### config.mk
export PLATFORM = sky130hd
export DESIGN_NAME = vector_slice_elastic
export DESIGN_NICKNAME = d
export VERILOG_FILES = /design/src/rtl/vector_slice_elastic.sv
export SDC_FILE = /design/constraint.sdc
export NUM_CORES = 1
export LEC_CHECK = 0
export BUFFER_PORTS_ARGS = -buffer_cell sky130_fd_sc_hd__buf_2
export CORE_UTILIZATION = 55
export CTS_CLUSTER_SIZE = 8
export DETAILED_ROUTE_END_ITERATION = 12
export PLACE_DENSITY = 0.76
export SYNTH_ARGS = -nofsm -noshare
export SYNTH_HDL_FRONTEND = slang
export SYNTH_SLANG_ARGS = --single-unit
export TNS_END_PERCENT = 100
### constraint.sdc
create_clock -name clk -period 4.9 [get_ports clk]
set_input_delay 0.245 -clock clk [delete_from_list [all_inputs] [get_ports clk]]
set_output_delay 0.245 -clock clk [all_outputs]
set_load 0.03 [all_outputs]
### src/rtl/vector_slice_elastic.sv
// vector_slice_elastic: one VLEN-bit vector lane with a small vreg file, a
// split-carry ALU, neighbour rotate inputs and elastic scratchpad side channels.
// An instruction is held on t_instr_* until every side channel it needs has
// handshaken exactly once. The result is registered and written back on the
// following edge, and a bypass path covers back-to-back dependencies.
module vector_slice_elastic #(
    parameter int VLEN       = 16,
    parameter int NREGS      = 16,
    parameter int SPLIT      = 12,
    parameter int PREDICATOR = 0,
    parameter int OPWIDTH    = 64
) (
    input  logic                clk,
    input  logic                reset_n,
    input  logic [OPWIDTH-1:0]  t_instr_data,
    input  logic                t_instr_valid,
    output logic                t_instr_ready,
    input  logic [VLEN-1:0]     l_data,
    input  logic [VLEN-1:0]     r_data,
    output logic [VLEN-1:0]     o_data,
    output logic [VLEN-1:0]     i0_data,
    output logic [3:0]          i0_k,
    output logic                i0_valid,
    input  logic                i0_ready,
    output logic [2*VLEN-1:0]   i_k_data,
    output logic                i_k_valid,
    input  logic                i_k_ready,
    input  logic [2*VLEN-1:0]   t_k_data,
    input  logic                t_k_valid,
    output logic                t_k_ready
);

    localparam logic [3:0] F_NOP  = 4'h0;
    localparam logic [3:0] F_ADD  = 4'h1;
    localparam logic [3:0] F_SUB  = 4'h2;
    localparam logic [3:0] F_AND  = 4'h3;
    localparam logic [3:0] F_OR   = 4'h4;
    localparam logic [3:0] F_XOR  = 4'h5;
    localparam logic [3:0] F_MV   = 4'h6;
    localparam logic [3:0] F_ROL  = 4'h8;
    localparam logic [3:0] F_ROR  = 4'h9;
    localparam logic [3:0] F_MVXV = 4'hA;
    localparam logic [3:0] F_MVKV = 4'hB;
    localparam logic [3:0] F_MVVK = 4'hF;

    // Carry break: the low segment is [SPL-1:0]; SPL=VLEN means a single segment.
    localparam int              SPL     = (SPLIT > VLEN) ? VLEN : SPLIT;
    localparam logic [VLEN-1:0] LO_MASK = {VLEN{1'b1}} >> (VLEN - SPL);
    localparam logic [VLEN-1:0] HI_MASK = ~LO_MASK;
    localparam logic [4:0]      NREGS_W = 5'(NREGS);

    // Architectural and pipeline state
    logic [VLEN-1:0] r_vreg [16];
    logic [VLEN-1:0] r_wb_data;
    logic [3:0]      r_wb_dest;
    logic            r_wb_we;
    logic            r_i0_done;
    logic            r_ik_done;
    logic            r_tk_done;
    logic [VLEN-1:0] r_hold;
    logic            r_live;

    // Instruction fields
    logic [31:0]      w_xrs;
    logic [3:0]       w_src1;
    logic [3:0]       w_ks;
    logic [3:0]       w_src2;
    logic [3:0]       w_funct;
    logic [3:0]       w_dest;
    logic [VLEN+31:0] w_xrs_ext;
    logic [VLEN-1:0]  w_xrs_v;

    assign w_xrs     = t_instr_data[63:32];
    assign w_src1    = t_instr_data[31:28];
    assign w_ks      = t_instr_data[27:24];
    assign w_src2    = t_instr_data[23:20];
    assign w_funct   = t_instr_data[14:11];
    assign w_dest    = t_instr_data[10:7];
    assign w_xrs_ext = {{VLEN{1'b0}}, w_xrs};
    assign w_xrs_v   = w_xrs_ext[VLEN-1:0];

    // Fields and bits this lane never looks at.
    logic w_unused;
    assign w_unused = ^{t_instr_data[19:15], t_instr_data[6:0],
                        t_k_data[2*VLEN-1:VLEN], w_xrs_ext[VLEN+31:VLEN]};

    logic w_src1_ok;
    logic w_src2_ok;
    logic w_dest_ok;
    assign w_src1_ok = ({1'b0, w_src1} < NREGS_W);
    assign w_src2_ok = ({1'b0, w_src2} < NREGS_W);
    assign w_dest_ok = ({1'b0, w_dest} < NREGS_W);

    // Operand reads with forwarding from the pending write-back
    logic [VLEN-1:0] w_a;
    logic [VLEN-1:0] w_b;
    always_comb begin
        w_a = {VLEN{1'b0}};
        w_b = {VLEN{1'b0}};
        if (r_wb_we && (w_src1 == r_wb_dest)) begin
            w_a = r_wb_data;
        end else if (w_src1_ok) begin
            w_a = r_vreg[w_src1];
        end else begin
            w_a = {VLEN{1'b0}};
        end
        if (r_wb_we && (w_src2 == r_wb_dest)) begin
            w_b = r_wb_data;
        end else if (w_src2_ok) begin
            w_b = r_vreg[w_src2];
        end else begin
            w_b = {VLEN{1'b0}};
        end
    end

    assign o_data   = w_b;
    assign i0_data  = w_a;
    assign i0_k     = w_ks;
    assign i_k_data = {{VLEN{1'b0}}, w_b};

    // Side-channel requirements and handshakes
    logic w_need_i0;
    logic w_need_ik;
    logic w_need_tk;
    logic w_live_valid;
    logic w_i0_hs;
    logic w_ik_hs;
    logic w_tk_hs;
    logic w_all_ok;
    logic w_accept;

    assign w_need_i0    = (w_ks != 4'h0);
    assign w_need_ik    = (w_funct == F_MVVK);
    assign w_need_tk    = (w_funct == F_MVKV);
    // r_live keeps every request low while reset is asserted, whatever the master drives.
    assign w_live_valid = t_instr_valid & r_live;

    assign i0_valid  = w_live_valid & w_need_i0 & ~r_i0_done;
    assign i_k_valid = w_live_valid & w_need_ik & ~r_ik_done;
    assign t_k_ready = w_live_valid & w_need_tk & ~r_tk_done;

    assign w_i0_hs = i0_valid & i0_ready;
    assign w_ik_hs = i_k_valid & i_k_ready;
    assign w_tk_hs = t_k_ready & t_k_valid;

    assign w_all_ok = (~w_need_i0 | r_i0_done | w_i0_hs) &
                      (~w_need_ik | r_ik_done | w_ik_hs) &
                      (~w_need_tk | r_tk_done | w_tk_hs);

    assign t_instr_ready = ~t_instr_valid | (r_live & w_all_ok);
    assign w_accept      = w_live_valid & w_all_ok;

    // K value: take it straight from the bus if it arrives in the accept cycle.
    logic [VLEN-1:0] w_k_val;
    assign w_k_val = w_tk_hs ? t_k_data[VLEN-1:0] : r_hold;

    // Split-segment add/subtract: no carry or borrow crosses the SPLIT boundary
    logic [VLEN-1:0] w_add;
    logic [VLEN-1:0] w_sub;
    assign w_add = (((w_a & LO_MASK) + (w_b & LO_MASK)) & LO_MASK) |
                   (((w_a & HI_MASK) + (w_b & HI_MASK)) & HI_MASK);
    assign w_sub = (((w_a & LO_MASK) - (w_b & LO_MASK)) & LO_MASK) |
                   (((w_a & HI_MASK) - (w_b & HI_MASK)) & HI_MASK);

    // Result select and whether this funct writes a vector register
    logic [VLEN-1:0] w_result;
    logic            w_writes;
    always_comb begin
        w_result = {VLEN{1'b0}};
        w_writes = 1'b0;
        case (w_funct)
            F_ADD:   begin w_result = w_add;       w_writes = 1'b1; end
            F_SUB:   begin w_result = w_sub;       w_writes = 1'b1; end
            F_AND:   begin w_result = w_a & w_b;   w_writes = 1'b1; end
            F_OR:    begin w_result = w_a | w_b;   w_writes = 1'b1; end
            F_XOR:   begin w_result = w_a ^ w_b;   w_writes = 1'b1; end
            F_MV:    begin w_result = w_b;         w_writes = 1'b1; end
            F_ROL:   begin w_result = l_data;      w_writes = 1'b1; end
            F_ROR:   begin w_result = r_data;      w_writes = 1'b1; end
            F_MVXV:  begin w_result = w_xrs_v;     w_writes = 1'b1; end
            F_MVKV:  begin w_result = w_k_val;     w_writes = 1'b1; end
            F_NOP:   begin w_result = {VLEN{1'b0}}; w_writes = 1'b0; end
            default: begin w_result = {VLEN{1'b0}}; w_writes = 1'b0; end
        endcase
    end

    // The predicate bit disables the write for everything except MV_X_V.
    logic w_pred_ok;
    logic w_we;
    assign w_pred_ok = ~w_xrs[PREDICATOR] | (w_funct == F_MVXV);
    assign w_we      = w_accept & w_pred_ok & w_writes & w_dest_ok;

    // Live flag: low while in reset, high from the first clock after release
    always_ff @(posedge clk or negedge reset_n) begin
        if (!reset_n) begin
            r_live <= 1'b0;
        end else begin
            r_live <= 1'b1;
        end
    end

    // Per-instruction done flags, cleared on acceptance or when valid drops
    always_ff @(posedge clk or negedge reset_n) begin
        if (!reset_n) begin
            r_i0_done <= 1'b0;
            r_ik_done <= 1'b0;
            r_tk_done <= 1'b0;
        end else if (!t_instr_valid || w_accept) begin
            r_i0_done <= 1'b0;
            r_ik_done <= 1'b0;
            r_tk_done <= 1'b0;
        end else begin
            r_i0_done <= r_i0_done | w_i0_hs;
            r_ik_done <= r_ik_done | w_ik_hs;
            r_tk_done <= r_tk_done | w_tk_hs;
        end
    end

    // Capture returned K data on its handshake
    always_ff @(posedge clk or negedge reset_n) begin
        if (!reset_n) begin
            r_hold <= {VLEN{1'b0}};
        end else if (w_tk_hs) begin
            r_hold <= t_k_data[VLEN-1:0];
        end
    end

    // Write-back register, loaded at acceptance
    always_ff @(posedge clk or negedge reset_n) begin
        if (!reset_n) begin
            r_wb_we   <= 1'b0;
            r_wb_data <= {VLEN{1'b0}};
            r_wb_dest <= 4'h0;
        end else begin
            r_wb_we <= w_we;
            if (w_we) begin
                r_wb_data <= w_result;
                r_wb_dest <= w_dest;
            end
        end
    end

    // Vector register file update from the write-back register
    always_ff @(posedge clk or negedge reset_n) begin
        if (!reset_n) begin
            for (int i = 0; i < 16; i++) begin
                r_vreg[i] <= {VLEN{1'b0}};
            end
        end else if (r_wb_we) begin
            r_vreg[r_wb_dest] <= r_wb_data;
        end
    end

endmodule

-- Word-level counts from Yosys, hierarchy flattened
Index checks and enable logic that the tools add are counted.
- register bits after elaboration: 297
- input port bits: 134
- output and inout bits: 72
- logic and storage cells: 112
- $add $sub $neg: 4
- order comparisons: 4
- eq/ne operators: 13
- multiplexer cells: 17
- bitwise logic cells: 43
- reductions and logical operators: 7
- operators by type and width (cell ; number):
    256-bit bitwise mux ; 1
    16-bit one-hot mux with 10 select lines ; 1
    16-bit binary-select mux with 4-bit select ; 2
    16-bit 2-to-1 mux ; 8
    16-bit demux with 4-bit select ; 1
    12-bit by 16-bit OR with 16-bit output ; 2
    4-bit equality test, second input constant ; 5
    16-bit adder ; 1
    1-bit AND ; 16
    16-bit AND ; 1
    16-bit OR ; 1
    16-bit subtractor ; 1
    16-bit bitwise XOR ; 1
    5-bit greater-or-equal comparator, second input constant ; 3
    4-bit NOT with 5-bit output ; 3
    12-bit adder ; 1
    4-bit by 3-bit equality test with 1-bit output, second input constant ; 3
    12-bit subtractor ; 1
    1-bit OR ; 11
    10-bit OR reduction ; 1
    4-bit by 2-bit equality test with 1-bit output, second input constant ; 2
    4-bit equality test ; 2
    1-bit NOT ; 8
    5-bit by 1-bit less-than comparator with 1-bit output, second input constant ; 1
    6 further kinds ; 11

-- Depth between registers and ports, before layout
Gate-level depths: netlist of run 1.
- word-level depth: 10
- depth in mapped cells: 18
- gate-level depth less buffers: 15

-- Worst setup path before layout of run 1
Ideal clock, no wire load.
- kind: input to register
- start point: input port t_instr_data[28]
- end point: register r_wb_data[6]
- setup time: 0.121 ns
- data arrival time: 3.940 ns
- required time: 4.779 ns
- setup slack: 0.839 ns
- stages: 16
- path buffers: 2
- cell sequence: buf_2 > buf_2 > mux4_2 > mux4_2 > mux2i_1 > inv_1 > ha_1 > inv_1 > fa_1 > nor2b_1 > o21a_1 > o21ai_0 > mux2_2 > a211oi_1 > o211ai_1 > a22o_1
- longest elaborated chain between the ends: 8
- elaborated cells between the ends (all ways): 15
- those cells by class: 2 x add/sub; 1 x eq/ne; 5 x mux; 6 x bitwise; 1 x reduce/logical
- RTL lines (element ; line ; RTL):
    from (decl) ; 15 ; input logic [OPWIDTH-1:0] t_instr_data,
    4-bit NOT with 5-bit output (not written as such) ; 103 ; w_a = r_vreg[w_src1];
    16-bit binary-select mux with 4-bit select ; 103 ;
    16-bit 2-to-1 mux (not written as such) (2 in a row) ; 103 ;
    16-bit 2-to-1 mux * ; 100 ; if (r_wb_we && (w_src1 == r_wb_dest)) begin
    net i0_data[0] ; 21 ; output logic [VLEN-1:0] i0_data,
    12-bit subtractor or 12-bit adder (tied branches) ; 162, 160 ;
    12-bit by 16-bit OR with 16-bit output (on tied branches) ; 162, 160 ;
    16-bit one-hot mux with 10 select lines * ; 171 ; case (w_funct)
    to (signal assigned) ; 232 ; r_wb_data <= {VLEN{1'b0}};
    to (signal assigned) ; 237 ; r_wb_data <= w_result;
    to (decl) ; 54 ; logic [VLEN-1:0] r_wb_data;
Mark *: on every way through the listed nets, which the timed path passes. The rest lies on a longest branch. The select of a mux whose other input is x is not followed.
A chain may end at the register's enable or synchronous reset.

-- Final worst setup path of run 1
- start point: register r_vreg[64] (netlist name)
- end point: register r_wb_data[6]
- longest elaborated chain between the ends: 7
- elaborated cells between the ends (all ways): 13
- those cells by class: 2 x add/sub; 9 x mux; 2 x bitwise
- RTL lines (element ; line ; RTL):
    from (decl) ; 53 ; logic [VLEN-1:0] r_vreg [16];
    from (signal, indexed assignment) ; 247 ; r_vreg[i] <= {VLEN{1'b0}};
    from (signal, indexed assignment) ; 250 ; r_vreg[r_wb_dest] <= r_wb_data;
    16-bit binary-select mux with 4-bit select (on tied branches) ; 103, 110 ;
    16-bit 2-to-1 mux (on tied branches) (2 in a row) ; 103, 110 ;
    16-bit 2-to-1 mux (on tied branches) ; 100, 107 ;
    12-bit subtractor or 12-bit adder (tied branches) ; 162, 160 ;
    12-bit by 16-bit OR with 16-bit output (on tied branches) ; 162, 160 ;
    16-bit one-hot mux with 10 select lines * ; 171 ;
Every way passes the cells marked *; elsewhere a longest branch is shown, timed or not. The select of a mux whose other input is x is not followed.

==> flow_summary.yaml, run 1 <==
timing:
  slew_headroom_pct: 15.7
  worstMarginPinSlew_ns: 1.26
  fin_ws_ns: 0.785
  min_period_ns: 4.12
  hold_viol: 0
  fin_crit_sh_pct: 84.0
  finalSetupViolCount: 0
  fin_setup_tns_ns: 0
  rsz0062_at_grt: "false"
  clock_skew_ns: 0.0232
  slew_violations: 0
  fmax_ghz: 0.243
drt:
  wire_per_inst_um: 26.5
  routed_via_density: 6.71
  totalWireLength_um: 52800
  drc: 0
  postRouteAntennaNets: 0
  via_count: 13371
  drtPass1Iterations: 5
  drt_iter0_drc: 1232
floorplanning:
  dieArea_mm2: 0.0346
  rows: 67
  die_y_um: 186
  io_pins: 206
  coreArea_mm2: 0.0334
  die_w_um: 186
  initial_core_util_pct: 55.7
critical_path:
  critPathMaxFanout: 3
  critPathArrivalTime_ns: 4.54
  critPathSlowestCell: "mux4_2"
  cp_top_family: "multiplexers"
  crit_type: "register to register"
  crit_buf_inv: 2
  critPathMaxStageDelay_ns: 0.47
  endpoint_kind: "register"
  start_kind: "register"
  crit_chain: "mux4_2, mux4_2, mux2i_1, inv_1, ha_1, inv_1, fa_1, nor2b_1, o21a_1, o21ai_0, mux2_2, a211oi_1, o211ai_1, a22o_1"
  critical_path_required_ns: 5.32
clock_tree:
  cts_resized: 0
  path_clk_slew_ns: 0.05
  cts.sinks: 297
  cts_setup_buffers: 0
  numCtsBuffers: 43
  root_buffer: "clkbuf_16"
  hold_buffers: 23
  clk_path_buf_depth: 3
  htree_levels: 2
  clkLatencyLatePin_ns: 0.55
  cts_tree: "built"
global_routing:
  gr-total-overflow: 0
  grt_pass1_wl_um: 81100
  grt_max_degree: 122
  antenna_found_initial: 3
  gr-usage-all-layers_pct: 31.5
  grt_pass1_vias: 13724
yosys:
  seq_area_frac_synth_pct: 39.9
  postSynth.asyncResetShare_pct: 100
  netlist_instances: 1438
  ys.flop_type: "dfrtp_1"
  yosys.cell_types.count: 67
  yosys_warnings: 0
  ys_seq_elements: 297
  syn_area_per_cell_um2: 13.0
  syn-cell-area_mm2: 0.0186
  synth_edf_count: 0
finish:
  fin_util_pct: 62.6
  syn2layout_area_growth_pct: 12.4
  fin_cells: 1994
  drive_gt1_share_pct: 42.0
  nets: 1725
placed_design:
  detailed_place_hpwl_um: 35800
  globalplace.congestion: 0.970
  placedCellCount: 1921
  dp_slack_ns: 0.552
  port_buffers: 145
power_and_ir_drop:
  p_leak_nw: 9.79
  power_mw: 6.85
  worst_ir_drop_vdd_uv: 236
  p_per_area_mw_per_mm2: 327
min_path:
  hold_class: "input pin to register"
run:
  max-cap-violations: 0
run_status:
  status: "complete, no violations"
==> routing by layer <==
layer	GRT usage [%]	routed length, um	up-vias
li1	-	-	5590
met1	40.5	20900	6863
met2	49.8	24500	746
met3	7.81	4730	172
met4	15.4	2580	0
met5	0	0	-
==> report_power, final <==
group / internal, mW / switching (mW)
Clock: 1.54 / 1.01
Combinational: 0.634 / 0.707
Sequential: 2.66 / 0.299
==> flip-flops by register name, indices dropped and copies added, names as in the netlist <==
signal     count
r_wb_we        1
r_tk_done      1
r_live         1
r_wb_dest      4
r_ik_done      1
r_hold        16
r_wb_data     16
r_vreg       256
r_i0_done      1
==> final timing paths <==
check / startpoint / endpoint / slack [ns] / cells past startpoint
max in group asynchronous: reset_n / r_vreg[200]$_DFFE_PN0P_ / 3.12 / 3
worst max register to register: r_vreg[64]$_DFFE_PN0P_ / r_wb_data[6]$_DFFE_PN0P_ / 0.78 / 14
worst min-delay path: t_instr_valid / r_i0_done$_DFF_PN0_ / 0.05 / 3
min in group asynchronous: reset_n / r_hold[5]$_DFF_PN0_ / 0.40 / 2
worst max-delay path: r_vreg[64]$_DFFE_PN0P_ / r_wb_data[6]$_DFFE_PN0P_ / 0.78 / 14
worst min register to register: r_hold[12]$_DFF_PN0_ / r_hold[12]$_DFF_PN0_ / 0.49 / 1
==> placed cells by master (no fill, tap or decap), types with 11 or more instances in the layout <==
cell type / n
a21oi_1: 35
a22oi_1: 18
buf_2: 142
buf_4: 36
clkbuf_16: 43
conb_1: 17
dfrtp_1: 297
dlygate4sd3_1: 23
ha_1: 46
inv_1: 43
mux2_1: 43
mux2_2: 240
mux2i_1: 48
mux4_2: 157
nand2_1: 54
nand2b_1: 11
nand3_1: 11
nor2_1: 42
nor3_1: 24
o21ai_0: 12
o21ai_1: 11
xnor2_1: 13
==> metrics by stage <==
| stage | area [um2] | hold slack, ns |
|---|---|---|
| floorplan | 18700 | -0.0506 |
| global placement | 19600 | 0.400 |
| detailed placement | 19600 | 0.410 |
| CTS | 20900 | 0.0353 |
| global route | 20900 | 0.0601 |
| finish | 20900 | 0.0530 |
==> worst min-delay path: stages <==
cell and delay, ns:
buf_2 0.12, nand2_1 0.12, nor2_1 0.06
==> synthesized netlist by cell type, types with 3 or more instances <==
cell type	n	share of area, %
xor2_1	7	0.33
o221ai_1	6	0.28
xnor2_1	13	0.61
nor4_1	6	0.20
buf_4	37	1.5
nor3_1	24	0.64
a22oi_1	18	0.73
dfrtp_1	297	40
nor2b_1	10	0.34
mux2_2	240	15
nand3b_1	6	0.24
o21ai_1	11	0.30
inv_2	6	0.12
a32oi_1	7	0.33
nand2_1	54	1.1
o22ai_1	10	0.34
nor2_1	51	1.0
o21ai_0	12	0.32
a21o_1	5	0.20
buf_1	15	0.30
a221o_1	4	0.21
inv_1	43	0.87
mux4_2	157	19
a221oi_1	6	0.28
nand2b_1	11	0.37
clkbuf_1	88	1.8
nand3_1	11	0.30
a31oi_1	7	0.24
ha_1	46	3.1
or3_1	5	0.17
a211oi_1	8	0.32
mux2_1	43	2.6
fa_1	4	0.43
and3_1	3	0.10
buf_2	24	0.64
o211ai_1	8	0.32
a21oi_1	35	0.94
a22o_1	8	0.38
mux2i_1	48	2.6
o21bai_1	6	0.24
==> area by class of cell <==
class                      count  area, um2
fill                        2448      12500
multi-input combinational    942      10300
sequential                   297       7430
timing repair buffer         208       1350
clock buffer                  44       1080
tap                          448        561
inverter                      49        184
clock inverter                 2       17.5
antenna                        4       10.0
==> cell families after synthesis <==
logic type,count (synthesis),share of synthesized area [%]
simple gates,189,4.86
compound gates,178,6.79
fa+ha+maj,50,3.52
mux,488,38.7
buf+inv,214,5.26
xor+xnor,20,0.941
flops,297,39.9
other cells,2,0.0403
(Power assumes the default switching activity.)
==> run 2, diff against run 1 <==
Clock period 4.9 ns to 4.3 ns, I/O delays scaled along.
==> run 2 against run 1 <==
  * Highest routed layer is now met5
  * Clock-buffer cell count up 2
  * Setup slack got worse by 0.36 ns
  * Worst hold slack lost 0.030 ns
  * Largest power group unchanged
  * Die area stayed put
  * Clock power increased by 18%
  * Register-to-register slack got worse by 0.36 ns
  * First-iteration DRC count grew 9.4%
  * Non-clock buffer count up 23
  * Via count grew 0.49%
  * Fmax increased by 6.2%
  * Clock skew decreased by 0.0068 ns
  * Sequential share of layout area shrank 0.42 points
==> flow_summary.yaml, run 2 (synthesis results as in run 1) <==
critical_path:
  worst-path-stages: 14
  crit_type: "register to register"
  critPathArrivalTime_ns: 4.29
  start_kind: "register"
  endpoint_kind: "register"
  critPathMaxFanout: 4
  r2r_cells: 14
  critical_path_required_ns: 4.72
  crit_buf_inv: 2
  critPathMaxStageDelay_ns: 0.57
  critPathSlowestCell: "mux4_2"
  cp_top_family: "multiplexers"
  crit_chain: "mux4_2, mux4_2, mux2i_1, inv_1, ha_1, inv_1, fa_1, nor2b_1, o21a_1, o21ai_0, mux2_2, a211oi_1, o211ai_1, a22o_1"
drt:
  drt_iter0_drc: 1348
  drc: 0
  drtPass1Iterations: 6
  postRouteAntennaNets: 0
  routed_via_density: 6.66
  via_count: 13437
  wire_per_inst_um: 26.4
  totalWireLength_um: 53300
floorplanning:
  coreArea_mm2: 0.0334
  io_pins: 206
  dieArea_mm2: 0.0346
  die_y_um: 186
  die_w_um: 186
  rows: 67
  initial_core_util_pct: 55.7
power_and_ir_drop:
  p_leak_nw: 9.94
  power_frac_comb_pct: 19.6
  sw_frac_of_total_pct: 29.8
  worst_ir_drop_vdd_uv: 266
  seqPwrFrac_pct: 42.4
  p_sw_mw: 2.37
  pwr-share-clk_pct: 37.9
  p_per_area_mw_per_mm2: 376
  p_int_mw: 5.59
global_routing:
  grt_pass1_wl_um: 81300
  gr-usage-all-layers_pct: 31.7
  grt_pass1_vias: 13775
  grt_max_degree: 117
  gr-total-overflow: 0
  antenna_found_initial: 3
placed_design:
  port_buffers: 145
  detailed_place_hpwl_um: 36000
  globalplace.congestion: 0.981
timing:
  fin_setup_tns_ns: 0
  slew_headroom_pct: 14.4
  fmax_ghz: 0.258
  hold_viol: 0
  fin_crit_sh_pct: 90.2
  finalSetupViolCount: 0
  worstMarginPinSlew_ns: 1.28
  rsz0062_at_grt: "false"
  slew_violations: 0
  clock_skew_ns: 0.0164
  min_period_ns: 3.88
clock_tree:
  cts.sinks: 297
  numCtsBuffers: 43
  path_clk_slew_ns: 0.05
  htree_levels: 2
  root_buffer: "clkbuf_16"
  clk_path_buf_depth: 3
  cts_resized: 0
  cts_tree: "built"
  clkLatencyLatePin_ns: 0.54
min_path:
  hold-path-cell-count: 3
  hold_class: "input pin to register"
finish:
  final_cell_mix: "dfrtp_1 (297), mux2_2 (240), mux4_2 (157)"
  final_common_cell: "dfrtp_1"
  multi_input_area_mm2: 0.0103
  largest_reg_flops: 256
  nets: 1748
  largestRegisters: "r_vreg (256), r_hold (16), r_wb_data (16)"
  syn2layout_area_growth_pct: 13.7
  fill_cells: 2450
  fin_util_pct: 63.3
  top_register: "r_vreg"
  seqCellArea_mm2: 0.00743
  drive_gt1_share_pct: 42.9
run:
  max-cap-violations: 0
run_status:
  status: "complete, no violations"
[run 2: routing by layer]
metal | vias to the layer above | global-route usage, % | routed length [um]
met5 | - | 0 | 13
met4 | 2 | 13.0 | 1990
met3 | 141 | 7.73 | 4880
met2 | 761 | 51.7 | 25500
met1 | 6894 | 40.5 | 20900
li1 | 5639 | - | -
[run 2: per-stage QoR]
stage	hold WS (ns)	instance area (um2)	setup slack [ns]	instances	power [mW]
floorplan	-0.0806	18700	0.269	1453	4.43
global placement	0.372	19800	0.272	1944	4.86
detailed placement	0.375	19800	0.178	1944	4.92
CTS	0.00825	21200	0.478	2016	7.95
global route	0.0257	21200	0.213	2017	8.25
finish	0.0231	21200	0.424	2018	7.95
[run 2: worst paths after layout]
kind | startpoint | endpoint | slack [ns]
max | r_vreg[0]$_DFFE_PN0P_ | r_wb_data[6]$_DFFE_PN0P_ | 0.42
min | t_instr_valid | r_tk_done$_DFF_PN0_ | 0.02
max reg2reg | r_vreg[0]$_DFFE_PN0P_ | r_wb_data[6]$_DFFE_PN0P_ | 0.42
min reg2reg | r_hold[10]$_DFF_PN0_ | r_hold[10]$_DFF_PN0_ | 0.49
max in group asynchronous | reset_n | r_vreg[29]$_DFFE_PN0P_ | 2.83
min in group asynchronous | reset_n | r_hold[8]$_DFF_PN0_ | 0.35
[run 2: worst min-delay path, cell delays in order]
cell and delay (ns):
buf_2 0.12, nand2_1 0.12, nor2_1 0.06
[run 2: what timing repair did]
item	in CTS	in global routing
endpoints found under the hold margin	136	0
setup buffers	0	0
hold buffers	23	0
[run 2: power by group through the flow]
stage	Clock (mW)	Sequential (mW)	Combinational, mW
after global placement	0	3.37	1.49
after floorplan	0	3.17	1.26
after CTS	3.04	3.36	1.55
after detailed placement	0	3.40	1.52
after global routing	3.17	3.41	1.68
final	3.02	3.38	1.56
[run 2: area by class of cell]
| class | instances | area share [%] |
|---|---|---|
| antenna | 2 | 0.0236 |
| clock buffer | 46 | 5.23 |
| clock inverter | 3 | 0.272 |
| inverter | 49 | 0.869 |
| multi-input combinational | 942 | 48.6 |
| sequential | 297 | 35.1 |
| tap | 448 | 2.65 |
| timing repair buffer | 231 | 7.23 |
==> run 3, diff against run 2 <==
Settings changed: CORE_MARGIN set to 4.
==> run 3 against run 2 <==
  * Core utilization about the same
  * Routed wire length up 1.9%
  * Combinational power about the same
  * Critical path type unchanged
==> flow_summary.yaml, run 3 (synthesis results as in run 1) <==
timing:
  fin_crit_sh_pct: 92.0
  fmax_ghz: 0.253
  worstMarginPinSlew_ns: 1.23
  fin_setup_tns_ns: 0
  finalSetupViolCount: 0
  min_period_ns: 3.96
  slew_violations: 0
  hold_viol: 0
  slew_headroom_pct: 17.8
  clock_skew_ns: 0.0112
  rsz0062_at_grt: "false"
critical_path:
  r2r-start: "r_wb_dest[1]$_DFFE_PN0P_"
  crit_chain: "xnor2_1, nand2_1, nor4_4, buf_4, buf_4, mux2i_1, inv_1, ha_1, a21o_1, a21oi_1, o21ai_0, o21ai_0, nand3_1, a22o_1"
  worstSetupStartpoint: "r_wb_dest[1]$_DFFE_PN0P_"
  r2r_setup_slack_ns: 0.34
  start_kind: "register"
  cp_top_family: "compound AO/OA/AOI/OAI gates"
  crit_buf_inv: 3
  critPathArrivalTime_ns: 4.38
  critical_path_required_ns: 4.72
  endpoint_kind: "register"
  critPathMaxFanout: 13
  crit_type: "register to register"
  critPathSlowestCell: "mux2i_1"
  critPathMaxStageDelay_ns: 0.64
power_and_ir_drop:
  pwr-share-clk_pct: 37.6
  p_int_mw: 5.60
  seqPwrFrac_pct: 42.6
  p_leak_nw: 9.96
  sw_frac_of_total_pct: 29.5
  power_mw: 7.93
  p_per_area_mw_per_mm2: 374
  power_frac_comb_pct: 19.8
  p_sw_mw: 2.34
  worst_ir_drop_vdd_uv: 265
finish:
  final_common_cell: "dfrtp_1"
  largestRegisters: "r_vreg (256), r_hold (16), r_wb_data (16)"
  syn2layout_area_growth_pct: 13.8
  fin_cells: 2024
  nets: 1755
  drive_gt1_share_pct: 43.3
  final_cell_mix: "dfrtp_1 (297), mux2_2 (240), mux4_2 (157)"
  top_register: "r_vreg"
  final_cell_area_mm2: 0.0212
  largest_reg_flops: 256
placed_design:
  port_buffers: 145
  detailed_place_hpwl_um: 37500
  globalplace.congestion: 0.944
  placed_area_mm2: 0.0198
  placedCellCount: 1951
drt:
  postRouteAntennaNets: 0
  wire_per_inst_um: 26.8
  drc: 0
  drt_iter0_drc: 1403
  drtPass1Iterations: 7
  totalWireLength_um: 54300
  routed_via_density: 6.64
  via_count: 13434
floorplanning:
  rows: 67
  dieArea_mm2: 0.0369
  die_w_um: 192
  die_y_um: 192
  io_pins: 206
  coreArea_mm2: 0.0334
  initial_core_util_pct: 55.7
clock_tree:
  cts_tree: "built"
  cts_resized: 0
  path_clk_slew_ns: 0.05
  cts_setup_buffers: 0
  numCtsBuffers: 43
  htree_levels: 2
  root_buffer: "clkbuf_16"
  cts.sinks: 297
  clk_path_buf_depth: 3
  clkLatencyLatePin_ns: 0.54
global_routing:
  grt_max_degree: 132
  grt_pass1_wl_um: 83500
  gr-usage-all-layers_pct: 29.6
  gr-total-overflow: 0
  grt_pass1_vias: 14020
  antenna_found_initial: 0
run:
  max-cap-violations: 0
min_path:
  min_from: "t_instr_valid"
  hold_class: "input pin to register"
run_status:
  status: "complete, no violations"
-- run 3: cell types whose count changed in the layout (fill, tap and decap cells not counted) --
| cell | previous run | this run |
|---|---|---|
| nor3_1 | 24 | 23 |
| buf_4 | 58 | 67 |
| clkbuf_1 | 2 | 0 |
| nor3_2 | 0 | 1 |
| clkinv_16 | 1 | 0 |
| inv_16 | 1 | 0 |
| clkinv_8 | 0 | 1 |
| clkbuf_8 | 0 | 1 |
| inv_6 | 0 | 1 |
| buf_12 | 7 | 5 |
-- run 3: final cells by class --
class	count	area, um2
multi-input cells	942	10300
fillers	2451	12300
diodes	2	5.00
flip-flops and latches	297	7430
inverters	49	184
clock buffers	45	1110
repair buffers	238	1560
well taps	448	561
clock inverters	3	32.5
-- run 3: repair_timing --
item,4_1_cts,5_1_grt
hold endpoints to repair,150,0
endpoints found under the setup margin,0,0
hold buffers,23,0
-- run 3: layer usage --
layer | part of all wire [%] | track usage [%]
met2 | 47 | 47.9
met5 | 0 | 0
met4 | 3.8 | 10.6
met1 | 39 | 40.8
met3 | 9.5 | 5.34
-- run 3: tightest hold or removal path, delay by kind of cell --
kind,cells,cell delay (ns)
AND/OR/NAND/NOR,2,0.18
buffers and inverters,1,0.12
-- run 3: power by group through the flow --
| stage | registers [mW] | clock network, mW | logic [mW] |
|---|---|---|---|
| floorplan | 3.17 | 0 | 1.26 |
| finish | 3.38 | 2.98 | 1.57 |
| detailed placement | 3.40 | 0 | 1.54 |
| CTS | 3.36 | 3.03 | 1.56 |
| global placement | 3.37 | 0 | 1.51 |
| global route | 3.41 | 3.15 | 1.69 |
-- run 3: path summary, 6_finish.rpt --
| path | depth (start not counted) | end |
|---|---|---|
| min reg2reg | 1 | r_hold[8]$_DFF_PN0_ |
| max reg2reg | 14 | r_wb_data[15]$_DFFE_PN0P_ |
| max in group asynchronous | 3 | r_vreg[127]$_DFFE_PN0P_ |
| min in group asynchronous | 2 | r_hold[6]$_DFF_PN0_ |
| max | 14 | r_wb_data[15]$_DFFE_PN0P_ |
| min | 3 | r_i0_done$_DFF_PN0_ |
-- run 3: per-stage QoR --
step | hold slack (ns) | setup slack, ns | utilization [%]
global route | 0.0405 | 0.183 | 63.3
global placement | 0.383 | 0.246 | 59.2
finish | 0.0266 | 0.342 | 63.4
floorplan | -0.0806 | 0.269 | -
detailed placement | 0.397 | 0.214 | 59.2
CTS | 0.0119 | 0.451 | 63.3
